## config.mk

```make
export PLATFORM = sky130hd
export DESIGN_NAME = wfetch_addr_gen
export DESIGN_NICKNAME = d
export VERILOG_FILES = /design/src/rtl/wfetch_pkg.sv /design/src/rtl/wfetch_burst_calc.sv /design/src/rtl/wfetch_addr_gen.sv
export SDC_FILE = /design/constraint.sdc
export NUM_CORES = 1
export LEC_CHECK = 0
export BUFFER_PORTS_ARGS = -buffer_cell sky130_fd_sc_hd__buf_2
export CORE_MARGIN = 2
export CORE_UTILIZATION = 30
export CTS_CLUSTER_SIZE = 30
export DETAILED_ROUTE_END_ITERATION = 10
export SLEW_MARGIN = 30
export SYNTH_ARGS = -nofsm -noshare
export SYNTH_HDL_FRONTEND = slang
export SYNTH_SLANG_ARGS = --single-unit
```

## constraint.sdc

```tcl
create_clock -name clk -period 8.25 [get_ports clk]
set_input_delay 1.2375 -clock clk [delete_from_list [all_inputs] [get_ports clk]]
set_output_delay 1.2375 -clock clk [all_outputs]
set_load 0.01 [all_outputs]
```

## src/rtl/wfetch_pkg.sv

```systemverilog
// wfetch_pkg: shared types and constants for the weight-fetch AXI read address path.
// Used by wfetch_burst_calc and wfetch_addr_gen.
package wfetch_pkg;

  typedef enum logic [1:0] {
    ST_IDLE,
    ST_ISSUE,
    ST_DRAIN
  } wfetch_state_e;

  localparam logic [1:0] AXI_BURST_INCR = 2'b01;
  localparam int         AXI_4K         = 4096;

  function automatic int f_clog2(input int v);
    int r;
    r = 0;
    while ((1 << r) < v) r++;
    return r;
  endfunction

endpackage

```

## src/rtl/wfetch_burst_calc.sv

```systemverilog
// wfetch_burst_calc: beats in the next burst from address and remaining count.
// Define WFETCH_4K_SPLIT_EN to also stop bursts at 4 KB boundaries.
module wfetch_burst_calc
  import wfetch_pkg::*;
#(
  parameter int AW            = 32,
  parameter int DW_BYTES      = 16,
  parameter int MAX_BURST_LEN = 16,
  parameter int LEN_W         = 16
) (
  input  logic [AW-1:0]    cur_addr,
  input  logic [LEN_W-1:0] remaining,
  output logic [8:0]       len
);

  localparam int          SZ   = f_clog2(DW_BYTES);
  localparam logic [31:0] MAXB = MAX_BURST_LEN;

  logic [31:0] rem32;
  logic        unused_addr;

  assign rem32       = 32'(remaining);
  assign unused_addr = ^cur_addr;

`ifdef WFETCH_4K_SPLIT_EN
  logic [12:0] room;

  // Beats left before the next 4 KB page; at least one for an aligned address.
  assign room = (13'(AXI_4K) - {1'b0, cur_addr[11:0]}) >> SZ;

  always_comb begin
    len = (rem32 > MAXB) ? 9'(MAX_BURST_LEN) : 9'(remaining);
    if (13'(len) > room) len = 9'(room);
  end
`else
  always_comb begin
    len = (rem32 > MAXB) ? 9'(MAX_BURST_LEN) : 9'(remaining);
  end
`endif

endmodule

```

## src/rtl/wfetch_addr_gen.sv

```systemverilog
// wfetch_addr_gen: splits a weight fetch into AXI4 INCR read bursts.
// 4 KB splitting is enabled by defining WFETCH_4K_SPLIT_EN.
module wfetch_addr_gen
  import wfetch_pkg::*;
#(
  parameter int AW              = 32,
  parameter int DW_BYTES        = 16,
  parameter int MAX_BURST_LEN   = 16,
  parameter int LEN_W           = 16,
  parameter int MAX_OUTSTANDING = 4
) (
  input  logic             clk,
  input  logic             rst_n,
  input  logic             cmd_valid,
  output logic             cmd_ready,
  input  logic [AW-1:0]    cmd_addr,
  input  logic [LEN_W-1:0] cmd_beats,
  output logic [AW-1:0]    araddr,
  output logic [7:0]       arlen,
  output logic [2:0]       arsize,
  output logic [1:0]       arburst,
  output logic             arvalid,
  input  logic             arready,
  input  logic             rvalid,
  input  logic             rready,
  input  logic             rlast,
  output logic             busy,
  output logic             done
);

  localparam int SZ = f_clog2(DW_BYTES);
  localparam int OW = f_clog2(MAX_OUTSTANDING + 1);
  localparam logic [OW-1:0] MAX_OUT = OW'(MAX_OUTSTANDING);

  wfetch_state_e    state;
  logic [AW-1:0]    cur_addr;
  logic [AW-1:0]    nxt_addr;
  logic [LEN_W-1:0] remaining;
  logic [LEN_W-1:0] nxt_rem;
  logic [8:0]       len_q;
  logic [8:0]       nxt_len;
  logic [7:0]       arlen_q;
  logic             arvalid_q;
  logic             done_q;
  logic [OW-1:0]    outstanding;
  logic [OW-1:0]    out_nxt;
  logic             cmd_hs;
  logic             ar_hs;
  logic             r_done;
  logic             last_burst;

  assign cmd_ready  = (state == ST_IDLE);
  assign cmd_hs     = cmd_valid & cmd_ready;
  assign ar_hs      = arvalid_q & arready;
  assign r_done     = rvalid & rready & rlast;
  assign last_burst = (remaining == LEN_W'(len_q));

  always_comb begin
    out_nxt = outstanding;
    if (ar_hs && !r_done) out_nxt = outstanding + 1'b1;
    if (!ar_hs && r_done) out_nxt = outstanding - 1'b1;
  end

  // Next burst is sized one cycle ahead so AR can go out back-to-back.
  always_comb begin
    nxt_addr = cur_addr;
    nxt_rem  = remaining;
    if (cmd_hs) begin
      nxt_addr = cmd_addr & ~AW'(DW_BYTES - 1);
      nxt_rem  = cmd_beats;
    end else if (ar_hs) begin
      nxt_addr = cur_addr + (AW'(len_q) << SZ);
      nxt_rem  = remaining - LEN_W'(len_q);
    end
  end

  wfetch_burst_calc #(
    .AW           (AW),
    .DW_BYTES     (DW_BYTES),
    .MAX_BURST_LEN(MAX_BURST_LEN),
    .LEN_W        (LEN_W)
  ) u_calc (
    .cur_addr (nxt_addr),
    .remaining(nxt_rem),
    .len      (nxt_len)
  );

  always_ff @(posedge clk) begin
    if (!rst_n) begin
      state       <= ST_IDLE;
      cur_addr    <= '0;
      remaining   <= '0;
      len_q       <= '0;
      arlen_q     <= '0;
      arvalid_q   <= 1'b0;
      done_q      <= 1'b0;
      outstanding <= '0;
    end else begin
      done_q      <= 1'b0;
      outstanding <= out_nxt;
      if (cmd_hs || ar_hs) begin
        cur_addr  <= nxt_addr;
        remaining <= nxt_rem;
      end
      if ((cmd_hs || ar_hs) && nxt_rem != '0) begin
        len_q   <= nxt_len;
        arlen_q <= 8'(nxt_len - 9'd1);
      end
      unique case (state)
        ST_IDLE: begin
          if (cmd_hs) begin
            if (cmd_beats == '0) begin
              done_q <= 1'b1;
            end else begin
              state     <= ST_ISSUE;
              arvalid_q <= (out_nxt < MAX_OUT);
            end
          end
        end
        ST_ISSUE: begin
          if (ar_hs && last_burst) begin
            arvalid_q <= 1'b0;
            state     <= ST_DRAIN;
          end else if (!(arvalid_q && !arready)) begin
            arvalid_q <= (out_nxt < MAX_OUT);
          end
        end
        ST_DRAIN: begin
          if (out_nxt == '0) begin
            done_q <= 1'b1;
            state  <= ST_IDLE;
          end
        end
        default: state <= ST_IDLE;
      endcase
    end
  end

  always_ff @(posedge clk) begin
    if (rst_n) assert (!(r_done && !ar_hs && outstanding == '0));
  end

  assign araddr  = cur_addr;
  assign arlen   = arlen_q;
  assign arsize  = 3'(SZ);
  assign arburst = AXI_BURST_INCR;
  assign arvalid = arvalid_q;
  assign busy    = (state != ST_IDLE);
  assign done    = done_q;

endmodule

```

==> impl_metrics.json <==
{
  "antenna_found_initial": 0,
  "ff_latch_area_mm2": 0.00136,
  "hold_path.class": "reg -> reg",
  "drv_slew": 0,
  "clockBufferDepth": 2,
  "drt_pass1_iterations": 6,
  "cts-resized-gates": 0,
  "numCtsBuffers": 9,
  "total_power_uw": 1060,
  "drive_gt1_share_pct": 20.3,
  "path_clk_slew_ns": 0.06,
  "dr.first_iter.drc_count": 306,
  "finalCritPeriodShare_pct": 53.7,
  "syn_area_mm2": 0.00445,
  "final-hold-violation-count": 0,
  "diodes": 0,
  "r2r-start": "len_q[0]",
  "numClockSinks": 68,
  "min_from": "len_q[6]",
  "rsz0062_at_grt": "false",
  "critPathMaxFanout": 9,
  "grt_usage_pct": 16.0,
  "ir_worst_vdd_mv": 0.115,
  "final-instance-count-excl-fill": 825,
  "grt_overflow_total": 0,
  "post-cts-setup-buffer-count": 0,
  "via_count": 4384,
  "die_h_um": 126,
  "reg2regPathDepth": 15,
  "dp_hpwl_um": 9320,
  "tns_ns": 0,
  "die_w_um": 126,
  "drcViolationCount": 0,
  "leakagePower_uw": 0.00222,
  "grt_max_degree": 61,
  "num_rows": 44,
  "ant_nets": 0,
  "wirelength_um": 12900,
  "timing_worst_slew_pin_value_ns": 0.927,
  "yosysTopAreaCell": "dfxtp_1",
  "tritoncts": "built",
  "setup_violations": 0,
  "cts_hold_buf": 0,
  "port_buffers": 90,
  "p_per_area_mw_per_mm2": 199,
  "required_ns": 8.50,
  "crit_arrival_ns": 4.68,
  "yosys.area.top_type_share_pct": 30.6,
  "r2r_slack_ns": 3.82,
  "ys_ff_latch": 68,
  "setup.worst_path.start_class": "flop",
  "yosysSeqAreaShare_pct": 30.6,
  "status": "finished clean",
  "drt-wirelength-per-cell_um": 15.7,
  "min_period_ns": 4.43,
  "r2r-end": "arlen[6]",
  "drv_cap": 0,
  "yosys-top-cells-area": "dfxtp_1 31%, ha_1 5.9%, xnor2_1 4.7%",
  "post_synth.cell_area_avg_um2": 7.94,
  "cp-end-kind": "flop",
  "nFillCells": 1523,
  "routabilityCongestion": 0.883,
  "critPathKind": "reg -> reg",
  "core_area_mm2": 0.0145,
  "clockRootBuffer": "clkbuf_16",
  "skew_ns": 0.0105,
  "grt_pass1_vias": 4201,
  "cts_htree_levels": 3,
  "nNetsFinal": 714,
  "place_inst": 809,
  "max-slew-margin-rel_pct": 37.8,
  "synth_edf_count": 0,
  "crit_start": "len_q[0]",
  "synth_ff_type": "dfxtp_1",
  "synth_async_sr_flop_share_pct": 0,
  "netlist_instances": 561,
  "grt_pass1_wl_um": 20500,
  "vias_per_cell": 5.31,
  "hold_depth": 2,
  "design.die.area_mm2": 0.0158,
  "timing.fmax_mhz": 226,
  "min_delay_worst_endpoint": "len_q[6]",
  "area_growth_pct": 19.8,
  "multi_input_area_mm2": 0.00283,
  "yosys_warnings": 0,
  "num_io_pins": 104,
  "synth.distinct_cells": 69,
  "clock_latency_ns": 0.34,
  "start_util_pct": 30.6
}
-- layout by cell type, fill, tap and decap left out, drive strengths merged, types with 4 or more instances in the layout --
cell	Yosys	routed
buf	12	94
dfxtp	68	68
nor2	52	52
nand2	48	48
a21oi	39	39
o21ai	39	39
inv	29	29
xnor2	24	24
ha	21	21
a211oi	18	18
nor3	18	18
nand3	17	17
and3	14	14
clkbuf	25	13
nand4	11	11
nor4	9	9
conb	2	9
mux2i	8	8
o211a	8	8
and2	7	7
or3	6	6
or2	5	5
o211ai	5	5
xor2	5	5
o31ai	5	5
a311oi	5	5
a31oi	4	4
o311ai	4	4
nor2b	4	4
-- logic make-up after synthesis --
kind of cell / Yosys count / share of synthesized area (%)
buffers and inverters: 66 / 6.54
other: 2 / 0.169
AND/OR/NAND/NOR: 206 / 23.6
adder cells (fa/ha/maj): 23 / 6.80
AO/OA/AOI/OAI: 158 / 24.6
multiplexers: 9 / 2.05
flip-flops: 68 / 30.6
XOR/XNOR: 29 / 5.70
-- how the worst max path moves through the flow --
| stage | endpoint | slack (ns) |
|---|---|---|
| CTS | arlen[6] | 3.86 |
| detailed placement | arlen[6] | 3.57 |
| global placement | arlen[6] | 3.72 |
| global route | arlen[6] | 3.55 |
| finish | arlen[6] | 3.82 |
| floorplan | arlen[6] | 4.29 |
-- stage by stage --
| step | hold slack, ns | utilization, % | area [um2] | setup WS [ns] |
|---|---|---|---|---|
| after global routing | 0.493 | 36.7 | 5340 | 3.55 |
| after CTS | 0.482 | 36.7 | 5340 | 3.86 |
| after detailed placement | 0.467 | 34.5 | 5010 | 3.57 |
| after floorplan | 0.446 | - | 4480 | 4.29 |
| after global placement | 0.463 | 34.5 | 5010 | 3.72 |
| final | 0.476 | 36.7 | 5340 | 3.82 |
-- cells in the mapped netlist (7+ instances only) --
library cell and count:
nor3_1 17, o21ai_0 37, nand4_1 10, nor2_1 52, o211a_1 7, clkbuf_1 25, a211oi_1 18, nor4_1 9
mux2i_1 8, buf_4 9, and3_1 14, dfxtp_1 68, a21oi_1 39, ha_1 21, inv_1 28, nand3_1 17
nand2_1 48, xnor2_1 24, and2_1 7
-- worst max-delay path, cell delays in order, from the launching register on --
cell      delay, ns
dfxtp_1        0.38
ha_1           0.24
inv_1          0.07
fa_1           0.44
a211oi_1       0.32
o21ai_1        0.21
a21oi_1        0.21
xor2_1         0.22
a21oi_1        0.08
o21ai_0        0.54
nor3_2         0.23
nand2_1        0.13
ha_1           0.20
or3b_2         0.46
or4_1          0.42
a21oi_1        0.18
-- power by group --
part	total, uW	switching, uW	internal, uW
clock	415	149	266
combinational	263	156	107
sequential	384	27.7	357
total	1060	333	730
-- per-layer routing --
metal	global-route usage, %	share of wire [%]	wire [um]
met2	26.5	47	6050
met4	5.69	1.2	155
met5	0	0	0
met1	20.7	46	5920
met3	3.44	6.2	800
-- cell type report --
class	instances	area share [%]
Multi-Input combinational cell	434	53.1
Sequential cell	68	25.5
Clock inverter	3	0.797
Inverter	29	2.04
Clock buffer	13	5.25
Tap cell	184	4.31
Timing Repair Buffer	94	9.00
-- sequential cells by signal, indices dropped and copies added, names as in the netlist --
register and flops:
araddr 28, arlen 8, arvalid 1, done 1, len_q 9, outstanding 3, remaining 16, state 2
Note: power is estimated with default switching activity, not from simulation.
